**src/rtl/axil_cmd_master_if.sv**
```systemverilog
// AXI4-Lite bus bundle for axil_cmd_master: master drives addresses/data/VALIDs,
// slave drives READYs and responses.
interface axil_cmd_master_if #(
    parameter int AXIL_DATA_WIDTH = 32,
    parameter int AXIL_ADDR_WIDTH = 9
);
    logic [AXIL_ADDR_WIDTH-1:0]   AWADDR;
    logic                         AWVALID;
    logic                         AWREADY;
    logic [AXIL_DATA_WIDTH-1:0]   WDATA;
    logic [AXIL_DATA_WIDTH/8-1:0] WSTRB;
    logic                         WVALID;
    logic                         WREADY;
    logic [1:0]                   BRESP;
    logic                         BVALID;
    logic                         BREADY;
    logic [AXIL_ADDR_WIDTH-1:0]   ARADDR;
    logic                         ARVALID;
    logic                         ARREADY;
    logic [AXIL_DATA_WIDTH-1:0]   RDATA;
    logic [1:0]                   RRESP;
    logic                         RVALID;
    logic                         RREADY;

    modport master (
        output AWADDR, AWVALID, WDATA, WSTRB, WVALID, BREADY, ARADDR, ARVALID, RREADY,
        input  AWREADY, WREADY, BRESP, BVALID, ARREADY, RDATA, RRESP, RVALID
    );

    modport slave (
        input  AWADDR, AWVALID, WDATA, WSTRB, WVALID, BREADY, ARADDR, ARVALID, RREADY,
        output AWREADY, WREADY, BRESP, BVALID, ARREADY, RDATA, RRESP, RVALID
    );
endinterface

```
**src/rtl/axil_cmd_master.sv**
```systemverilog
// AXI4-Lite initiator: one register command at a time becomes one AXI4-Lite
// write or read; the response and its status are handed back to the requester.
module axil_cmd_master #(
    parameter int AXIL_DATA_WIDTH = 32,
    parameter int AXIL_ADDR_WIDTH = 9,
    parameter int TIMEOUT_CYCLES  = 1024
) (
    input  logic                         ap_clk,
    input  logic                         ap_rst,
    input  logic                         cmd_valid,
    output logic                         cmd_ready,
    input  logic                         cmd_write,
    input  logic [AXIL_ADDR_WIDTH-1:0]   cmd_addr,
    input  logic [AXIL_DATA_WIDTH-1:0]   cmd_wdata,
    input  logic [AXIL_DATA_WIDTH/8-1:0] cmd_wstrb,
    output logic                         rsp_valid,
    input  logic                         rsp_ready,
    output logic                         rsp_write,
    output logic [AXIL_DATA_WIDTH-1:0]   rsp_rdata,
    output logic [1:0]                   rsp_resp,
    output logic [31:0]                  txn_count,
    output logic [15:0]                  err_count,
    output logic                         timeout_err,
    axil_cmd_master_if.master            M_AXIL
);

    localparam int          SW     = AXIL_DATA_WIDTH / 8;
    localparam logic [31:0] TO_LIM = 32'(TIMEOUT_CYCLES);
    localparam logic        TO_EN  = (TIMEOUT_CYCLES != 0);

    typedef enum logic [2:0] {
        S_IDLE,
        S_WR,
        S_WB,
        S_RA,
        S_RD,
        S_RSP
    } state_t;

    state_t                       state_q, state_d;
    logic                         write_q, write_d;
    logic [AXIL_ADDR_WIDTH-1:0]   addr_q, addr_d;
    logic [AXIL_DATA_WIDTH-1:0]   wdata_q, wdata_d;
    logic [SW-1:0]                wstrb_q, wstrb_d;
    logic                         awvalid_q, awvalid_d;
    logic                         wvalid_q, wvalid_d;
    logic                         bready_q, bready_d;
    logic                         arvalid_q, arvalid_d;
    logic                         rready_q, rready_d;
    logic                         rsp_valid_q, rsp_valid_d;
    logic [AXIL_DATA_WIDTH-1:0]   rdata_q, rdata_d;
    logic [1:0]                   resp_q, resp_d;
    logic [31:0]                  txn_q, txn_d;
    logic [15:0]                  err_q, err_d;
    logic [31:0]                  wait_q, wait_d;
    logic                         timeout_q, timeout_d;
    logic                         in_wait;

    assign cmd_ready = (state_q == S_IDLE) && !ap_rst;

    always_ff @(posedge ap_clk) begin
        if (ap_rst) begin
            state_q     <= S_IDLE;
            write_q     <= 1'b0;
            addr_q      <= '0;
            wdata_q     <= '0;
            wstrb_q     <= '0;
            awvalid_q   <= 1'b0;
            wvalid_q    <= 1'b0;
            bready_q    <= 1'b0;
            arvalid_q   <= 1'b0;
            rready_q    <= 1'b0;
            rsp_valid_q <= 1'b0;
            rdata_q     <= '0;
            resp_q      <= '0;
            txn_q       <= '0;
            err_q       <= '0;
            wait_q      <= '0;
            timeout_q   <= 1'b0;
        end else begin
            state_q     <= state_d;
            write_q     <= write_d;
            addr_q      <= addr_d;
            wdata_q     <= wdata_d;
            wstrb_q     <= wstrb_d;
            awvalid_q   <= awvalid_d;
            wvalid_q    <= wvalid_d;
            bready_q    <= bready_d;
            arvalid_q   <= arvalid_d;
            rready_q    <= rready_d;
            rsp_valid_q <= rsp_valid_d;
            rdata_q     <= rdata_d;
            resp_q      <= resp_d;
            txn_q       <= txn_d;
            err_q       <= err_d;
            wait_q      <= wait_d;
            timeout_q   <= timeout_d;
        end
    end

    always_comb begin
        state_d     = state_q;
        write_d     = write_q;
        addr_d      = addr_q;
        wdata_d     = wdata_q;
        wstrb_d     = wstrb_q;
        awvalid_d   = awvalid_q;
        wvalid_d    = wvalid_q;
        bready_d    = bready_q;
        arvalid_d   = arvalid_q;
        rready_d    = rready_q;
        rsp_valid_d = rsp_valid_q;
        rdata_d     = rdata_q;
        resp_d      = resp_q;
        txn_d       = txn_q;
        err_d       = err_q;

        unique case (state_q)
            S_IDLE: begin
                if (cmd_valid && cmd_ready) begin
                    write_d = cmd_write;
                    addr_d  = cmd_addr;
                    wdata_d = cmd_wdata;
                    wstrb_d = cmd_wstrb;
                    if (cmd_write) begin
                        awvalid_d = 1'b1;
                        wvalid_d  = 1'b1;
                        state_d   = S_WR;
                    end else begin
                        arvalid_d = 1'b1;
                        state_d   = S_RA;
                    end
                end
            end
            S_WR: begin
                // AW and W retire independently; a low VALID here means that channel is done.
                if (awvalid_q && M_AXIL.AWREADY) awvalid_d = 1'b0;
                if (wvalid_q && M_AXIL.WREADY)   wvalid_d  = 1'b0;
                if (!awvalid_d && !wvalid_d) begin
                    bready_d = 1'b1;
                    state_d  = S_WB;
                end
            end
            S_WB: begin
                if (bready_q && M_AXIL.BVALID) begin
                    bready_d    = 1'b0;
                    resp_d      = M_AXIL.BRESP;
                    rdata_d     = '0;
                    rsp_valid_d = 1'b1;
                    state_d     = S_RSP;
                end
            end
            S_RA: begin
                if (arvalid_q && M_AXIL.ARREADY) begin
                    arvalid_d = 1'b0;
                    rready_d  = 1'b1;
                    state_d   = S_RD;
                end
            end
            S_RD: begin
                if (rready_q && M_AXIL.RVALID) begin
                    rready_d    = 1'b0;
                    rdata_d     = M_AXIL.RDATA;
                    resp_d      = M_AXIL.RRESP;
                    rsp_valid_d = 1'b1;
                    state_d     = S_RSP;
                end
            end
            S_RSP: begin
                if (rsp_ready) begin
                    rsp_valid_d = 1'b0;
                    txn_d       = txn_q + 32'd1;
                    if (resp_q != 2'b00 && err_q != 16'hFFFF) err_d = err_q + 16'd1;
                    state_d     = S_IDLE;
                end
            end
            default: begin
                state_d = S_IDLE;
            end
        endcase
    end

    // Wait counter restarts on every state change; the flag only reports, it never aborts.
    always_comb begin
        in_wait   = (state_q == S_WR) || (state_q == S_WB) ||
                    (state_q == S_RA) || (state_q == S_RD);
        wait_d    = wait_q;
        timeout_d = timeout_q;
        if (!in_wait || state_d != state_q) begin
            wait_d = '0;
        end else begin
            if (wait_q != TO_LIM) wait_d = wait_q + 32'd1;
            if (TO_EN && wait_q == TO_LIM - 32'd1) timeout_d = 1'b1;
        end
    end

    assign M_AXIL.AWADDR  = addr_q;
    assign M_AXIL.AWVALID = awvalid_q;
    assign M_AXIL.WDATA   = wdata_q;
    assign M_AXIL.WSTRB   = wstrb_q;
    assign M_AXIL.WVALID  = wvalid_q;
    assign M_AXIL.BREADY  = bready_q;
    assign M_AXIL.ARADDR  = addr_q;
    assign M_AXIL.ARVALID = arvalid_q;
    assign M_AXIL.RREADY  = rready_q;

    assign rsp_valid   = rsp_valid_q;
    assign rsp_write   = write_q;
    assign rsp_rdata   = rdata_q;
    assign rsp_resp    = resp_q;
    assign txn_count   = txn_q;
    assign err_count   = err_q;
    assign timeout_err = timeout_q;

    a_aw_hold: assert property (@(posedge ap_clk) disable iff (ap_rst)
        (awvalid_q && !M_AXIL.AWREADY) |=> (awvalid_q && $stable(addr_q)));
    a_w_hold: assert property (@(posedge ap_clk) disable iff (ap_rst)
        (wvalid_q && !M_AXIL.WREADY) |=> (wvalid_q && $stable(wdata_q) && $stable(wstrb_q)));
    a_ar_hold: assert property (@(posedge ap_clk) disable iff (ap_rst)
        (arvalid_q && !M_AXIL.ARREADY) |=> (arvalid_q && $stable(addr_q)));
    a_rsp_hold: assert property (@(posedge ap_clk) disable iff (ap_rst)
        (rsp_valid_q && !rsp_ready) |=> (rsp_valid_q && $stable(rdata_q) && $stable(resp_q)));

endmodule
```
**src/flat_wrapper.sv**
```systemverilog
// flat-port wrapper written by rule: the top's interface ports become plain ports
module axil_cmd_master_flat 
#(
    parameter int AXIL_DATA_WIDTH = 32,
    parameter int AXIL_ADDR_WIDTH = 9,
    parameter int TIMEOUT_CYCLES  = 1024
)
  (ap_clk, ap_rst, cmd_valid, cmd_ready, cmd_write, cmd_addr, cmd_wdata, cmd_wstrb, rsp_valid, rsp_ready, rsp_write, rsp_rdata, rsp_resp, txn_count, err_count, timeout_err, M_AXIL_AWADDR, M_AXIL_AWVALID, M_AXIL_WDATA, M_AXIL_WSTRB, M_AXIL_WVALID, M_AXIL_BREADY, M_AXIL_ARADDR, M_AXIL_ARVALID, M_AXIL_RREADY, M_AXIL_AWREADY, M_AXIL_WREADY, M_AXIL_BRESP, M_AXIL_BVALID, M_AXIL_ARREADY, M_AXIL_RDATA, M_AXIL_RRESP, M_AXIL_RVALID);
  axil_cmd_master_if #(.AXIL_DATA_WIDTH(AXIL_DATA_WIDTH), .AXIL_ADDR_WIDTH(AXIL_ADDR_WIDTH)) M_AXIL_i ();
  input  logic ap_clk;
  input  logic ap_rst;
  input  logic cmd_valid;
  output logic cmd_ready;
  input  logic cmd_write;
  input  logic [AXIL_ADDR_WIDTH-1:0] cmd_addr;
  input  logic [AXIL_DATA_WIDTH-1:0] cmd_wdata;
  input  logic [AXIL_DATA_WIDTH/8-1:0] cmd_wstrb;
  output logic rsp_valid;
  input  logic rsp_ready;
  output logic rsp_write;
  output logic [AXIL_DATA_WIDTH-1:0] rsp_rdata;
  output logic [1:0] rsp_resp;
  output logic [31:0] txn_count;
  output logic [15:0] err_count;
  output logic timeout_err;
  output wire logic [$bits(M_AXIL_i.AWADDR)-1:0] M_AXIL_AWADDR;
  output wire logic [$bits(M_AXIL_i.AWVALID)-1:0] M_AXIL_AWVALID;
  output wire logic [$bits(M_AXIL_i.WDATA)-1:0] M_AXIL_WDATA;
  output wire logic [$bits(M_AXIL_i.WSTRB)-1:0] M_AXIL_WSTRB;
  output wire logic [$bits(M_AXIL_i.WVALID)-1:0] M_AXIL_WVALID;
  output wire logic [$bits(M_AXIL_i.BREADY)-1:0] M_AXIL_BREADY;
  output wire logic [$bits(M_AXIL_i.ARADDR)-1:0] M_AXIL_ARADDR;
  output wire logic [$bits(M_AXIL_i.ARVALID)-1:0] M_AXIL_ARVALID;
  output wire logic [$bits(M_AXIL_i.RREADY)-1:0] M_AXIL_RREADY;
  input wire logic [$bits(M_AXIL_i.AWREADY)-1:0] M_AXIL_AWREADY;
  input wire logic [$bits(M_AXIL_i.WREADY)-1:0] M_AXIL_WREADY;
  input wire logic [$bits(M_AXIL_i.BRESP)-1:0] M_AXIL_BRESP;
  input wire logic [$bits(M_AXIL_i.BVALID)-1:0] M_AXIL_BVALID;
  input wire logic [$bits(M_AXIL_i.ARREADY)-1:0] M_AXIL_ARREADY;
  input wire logic [$bits(M_AXIL_i.RDATA)-1:0] M_AXIL_RDATA;
  input wire logic [$bits(M_AXIL_i.RRESP)-1:0] M_AXIL_RRESP;
  input wire logic [$bits(M_AXIL_i.RVALID)-1:0] M_AXIL_RVALID;
  assign M_AXIL_AWADDR = M_AXIL_i.AWADDR;
  assign M_AXIL_AWVALID = M_AXIL_i.AWVALID;
  assign M_AXIL_WDATA = M_AXIL_i.WDATA;
  assign M_AXIL_WSTRB = M_AXIL_i.WSTRB;
  assign M_AXIL_WVALID = M_AXIL_i.WVALID;
  assign M_AXIL_BREADY = M_AXIL_i.BREADY;
  assign M_AXIL_ARADDR = M_AXIL_i.ARADDR;
  assign M_AXIL_ARVALID = M_AXIL_i.ARVALID;
  assign M_AXIL_RREADY = M_AXIL_i.RREADY;
  assign M_AXIL_i.AWREADY = M_AXIL_AWREADY;
  assign M_AXIL_i.WREADY = M_AXIL_WREADY;
  assign M_AXIL_i.BRESP = M_AXIL_BRESP;
  assign M_AXIL_i.BVALID = M_AXIL_BVALID;
  assign M_AXIL_i.ARREADY = M_AXIL_ARREADY;
  assign M_AXIL_i.RDATA = M_AXIL_RDATA;
  assign M_AXIL_i.RRESP = M_AXIL_RRESP;
  assign M_AXIL_i.RVALID = M_AXIL_RVALID;
  axil_cmd_master #(.AXIL_DATA_WIDTH(AXIL_DATA_WIDTH), .AXIL_ADDR_WIDTH(AXIL_ADDR_WIDTH), .TIMEOUT_CYCLES(TIMEOUT_CYCLES)) u_core (.ap_clk(ap_clk), .ap_rst(ap_rst), .cmd_valid(cmd_valid), .cmd_ready(cmd_ready), .cmd_write(cmd_write), .cmd_addr(cmd_addr), .cmd_wdata(cmd_wdata), .cmd_wstrb(cmd_wstrb), .rsp_valid(rsp_valid), .rsp_ready(rsp_ready), .rsp_write(rsp_write), .rsp_rdata(rsp_rdata), .rsp_resp(rsp_resp), .txn_count(txn_count), .err_count(err_count), .timeout_err(timeout_err), .M_AXIL(M_AXIL_i));
endmodule
```
**config.mk**
```make
export PLATFORM = sky130hd
export DESIGN_NAME = axil_cmd_master_flat
export DESIGN_NICKNAME = d
export VERILOG_FILES = /design/src/rtl/axil_cmd_master_if.sv /design/src/rtl/axil_cmd_master.sv /design/src/flat_wrapper.sv
export SDC_FILE = /design/constraint.sdc
export NUM_CORES = 1
export LEC_CHECK = 0
export ABC_AREA = 1
export CORE_MARGIN = 2
export CORE_UTILIZATION = 52
export DETAILED_ROUTE_END_ITERATION = 10
export PLACE_DENSITY = 0.89
export SYNTH_ARGS = -nofsm -noshare
export SYNTH_HDL_FRONTEND = slang
export SYNTH_SLANG_ARGS = --single-unit
```
**constraint.sdc**
```tcl
create_clock -name ap_clk -period 5.14 [get_ports ap_clk]
set_input_delay 1.542 -clock ap_clk [delete_from_list [all_inputs] [get_ports ap_clk]]
set_output_delay 1.542 -clock ap_clk [all_outputs]
set_load 0.005 [all_outputs]
```
==> summary.txt <==
Run status
  – Status: finished, final reports clean

Timing
  – Max Freq: 0.2484 GHz
  – Tmin final: 4.027 ns
  – Worst slew pin tran: 0.9520 ns
  – Fin crit share: 78.34%
  – Count of final hold-check violations: 0
  – RSZ-0062 raised after global routing: no
  – Worst relative slew slack: 36.46%
  – Clock Skew: 0.01083 ns
  – Final Max Slew Viols: 0
  – Setup TNS: 0 ns
  – Setup Viol. Count Final: 0

Clocking
  – H-tree levels: 4
  – Post-CTS sizing: 0
  – Post-CTS Hold Fix Bufs: 0
  – Clock Sinks: 170
  – Setup Fix Bufs, Post-CTS: 0
  – Max clock buf depth: 2
  – CTS buffer count: 17
  – CTS root buf: clkbuf_16
  – CTS tree: done
  – Worst-Skew Late Latency: 0.43 ns
  – CTS clk-pin slew, worst paths: 0.07 ns

Synth
  – Number of synthesized flops with an enable pin: 0
  – Synth warn: 0
  – Seq/Total Area, Yosys: 42.01%
  – #FFs+latches synth: 170
  – Synth unique cells: 37
  – Top_reg_cell synth: dfxtp_1
  – Syn_nets: 1285
  – Cell Area, Synth: 8100 sq um
  – Syn Area/Cell: 6.807 sq um
  – Async SR Flop Fraction: 0%
  – Synth Instances: 1190

Worst setup path
  – Worst path arrival time: 2.48 ns
  – CP Cell Sequence: buf_2 > nor2_1 > clkdlybuf4s50_1
  – Worst path slowest cell: clkdlybuf4s50_1
  – Crit path required time: 3.60 ns
  – Crit start category: primary input
  – Reg2reg end: u_core.wait_q[31]
  – R2R depth: 9
  – Crit end category: primary output
  – Crit Path Class: primary input to primary output
  – Setup crit start: ap_rst
  – Worst setup endpoint: cmd_ready
  – Worst-path fanout max: 2
  – Biggest cell delay along the critical path: 0.56 ns
  – Worst R2R Start: u_core.state_q[0]
  – R2R Setup Slk: 2.66 ns

Hold path
  – HP Class: register to register

GRT
  – Global-route wire length before repair: 37280 microns
  – Grt ovf: 0
  – All-Layer GR Usage: 28.17%
  – Largest net degree at the start of global routing: 72
  – Vias in the first global route: 7840
  – Antenna violations before repair: 2

Final layout
  – Most common cell after layout, fill and taps aside: nand2_1
  – # fillers: 1229
  – Final core occ: 72.66%
  – Commonest non-fill, non-tap cells in the layout: nand2_1, clkdlybuf4s50_1, dfxtp_1
  – Layout area overhead: 36.36%
  – Nets: 1492
  – Fraction of layout cells with a size suffix above 1: 5.887%

Floorplanning
  – Row cnt: 45
  – Die Ht: 128.8 microns
  – Initial core utilization: 53.28%
  – Die ar.: 16590 sq um
  – Boundary Pins: 236
  – Die X-Extent: 128.8 microns
  – Core Footprint: 15200 sq um

Placement
  – GP Congestion: 0.9523
  – Hpwl dp: 17210 microns
  – Port Buffers: 235

Power
  – Max VDD drop: 230.7 uV
  – PwrDens: 270.0 nW/um^2
  – Pleak: 0.003995 uW

Route
  – Vias per inst: 5.256
  – Drt drc: 0
  – 1st-pass router iterations: 5
  – DR WL/cell: 14.72 microns
  – Final ANT Viol Nets: 0
  – Total wire length: 23540 microns
  – Iteration-0 DRC Markers: 550
  – Via count: 8410

Flow run
  – # Max-Cap Violations: 0
[metal layers]
| layer | global-route usage, % | wire length [microns] | vias to the layer above |
|---|---|---|---|
| met1 | 33.73 | 9385 | 3832 |
| met2 | 47.12 | 11430 | 315 |
| met5 | 0 | 0 | - |
| li1 | - | - | 4218 |
| met3 | 9.522 | 2113 | 45 |
| met4 | 10.42 | 619 | 0 |
[layout make-up]
type | instances | area [sq um] | share of cell area (%)
well taps | 188 | 235.2 | 2.130
diodes | 2 | 5.005 | 0.04531
clock inverters | 15 | 178.9 | 1.620
clock buffers | 17 | 425.4 | 3.851
repair buffers | 239 | 2377 | 21.52
inverters | 99 | 371.6 | 3.364
flip-flops and latches | 170 | 3403 | 30.81
multi-input cells | 870 | 4049 | 36.66
[state kept, by name, summed over array words and instances, names as in the netlist, 2 cells and up]
signal / count
u_core.wait_q: 32
u_core.M_AXIL.WSTRB: 4
u_core.state_q: 3
u_core.txn_count: 32
u_core.rsp_rdata: 32
u_core.M_AXIL.ARADDR: 9
u_core.M_AXIL.WDATA: 32
u_core.rsp_resp: 2
u_core.err_count: 16
[power breakdown]
part / internal, uW / switching, uW / leakage [uW]
combinational: 157 / 121 / 0.00232
sequential: 1360 / 26.9 / 0.00138
clock: 738 / 584 / 0.000297
[synth_stat cells (14+ instances only)]
library cell	instances	area [sq um]
nand2_1	416	1562
nand4_1	16	100.1
nor3_1	36	180.2
clkbuf_1	18	67.56
a21oi_2	17	148.9
buf_2	14	70.07
o21ai_0	25	125.1
nor2_1	109	409.1
xor2_1	19	166.4
nand3_1	90	450.4
a21oi_1	85	425.4
inv_1	93	349.1
dfxtp_1	170	3403
[worst min path at each step]
stage | to | cells past startpoint | slack [ns] | startpoint
6_report | u_core.rsp_rdata[11] | 2 | 0.46 | u_core.rsp_rdata[11]
3_5_place_dp | u_core.rsp_rdata[6] | 2 | 0.45 | u_core.rsp_rdata[6]
2_1_floorplan | u_core.wait_q[31] | 2 | 0.44 | u_core.wait_q[31]
4_1_cts | u_core.rsp_rdata[6] | 2 | 0.46 | u_core.rsp_rdata[6]
3_3_place_gp | u_core.timeout_err | 2 | 0.44 | u_core.timeout_err
5_1_grt | u_core.rsp_rdata[8] | 2 | 0.48 | u_core.rsp_rdata[8]
[metrics by stage]
stage / total power, uW / instances / cell area, sq um / setup WS [ns] / hold slack [ns]
2_1_floorplan: 1519 / 1190 / 8100 / 1.556 / 0.4383
3_3_place_gp: 1683 / 1566 / 10440 / 1.020 / 0.4406
3_5_place_dp: 1687 / 1566 / 10440 / 0.9505 / 0.4512
4_1_cts: 3002 / 1598 / 11040 / 1.113 / 0.4627
5_1_grt: 3078 / 1600 / 11050 / 1.095 / 0.4766
6_report: 2983 / 1600 / 11050 / 1.113 / 0.4599
[cell families (layout without fill, tap and decap cells)]
kind of cell	Yosys count	in the layout	share of synthesized area, %
flip-flops	170	170	42.01
XOR/XNOR	24	24	2.595
AND/OR/NAND/NOR	708	708	37.50
buffers and inverters	150	370	8.001
adder cells (fa/ha/maj)	4	4	0.6179
other	0	2	0
AO/OA/AOI/OAI	134	134	9.268
[critical path, delay by kind of cell]
family / cells / cell delay [ns]
buffers and inverters: 2 / 0.67
and+or+nand+nor: 1 / 0.26
Note: power is estimated with default switching activity, not from simulation.
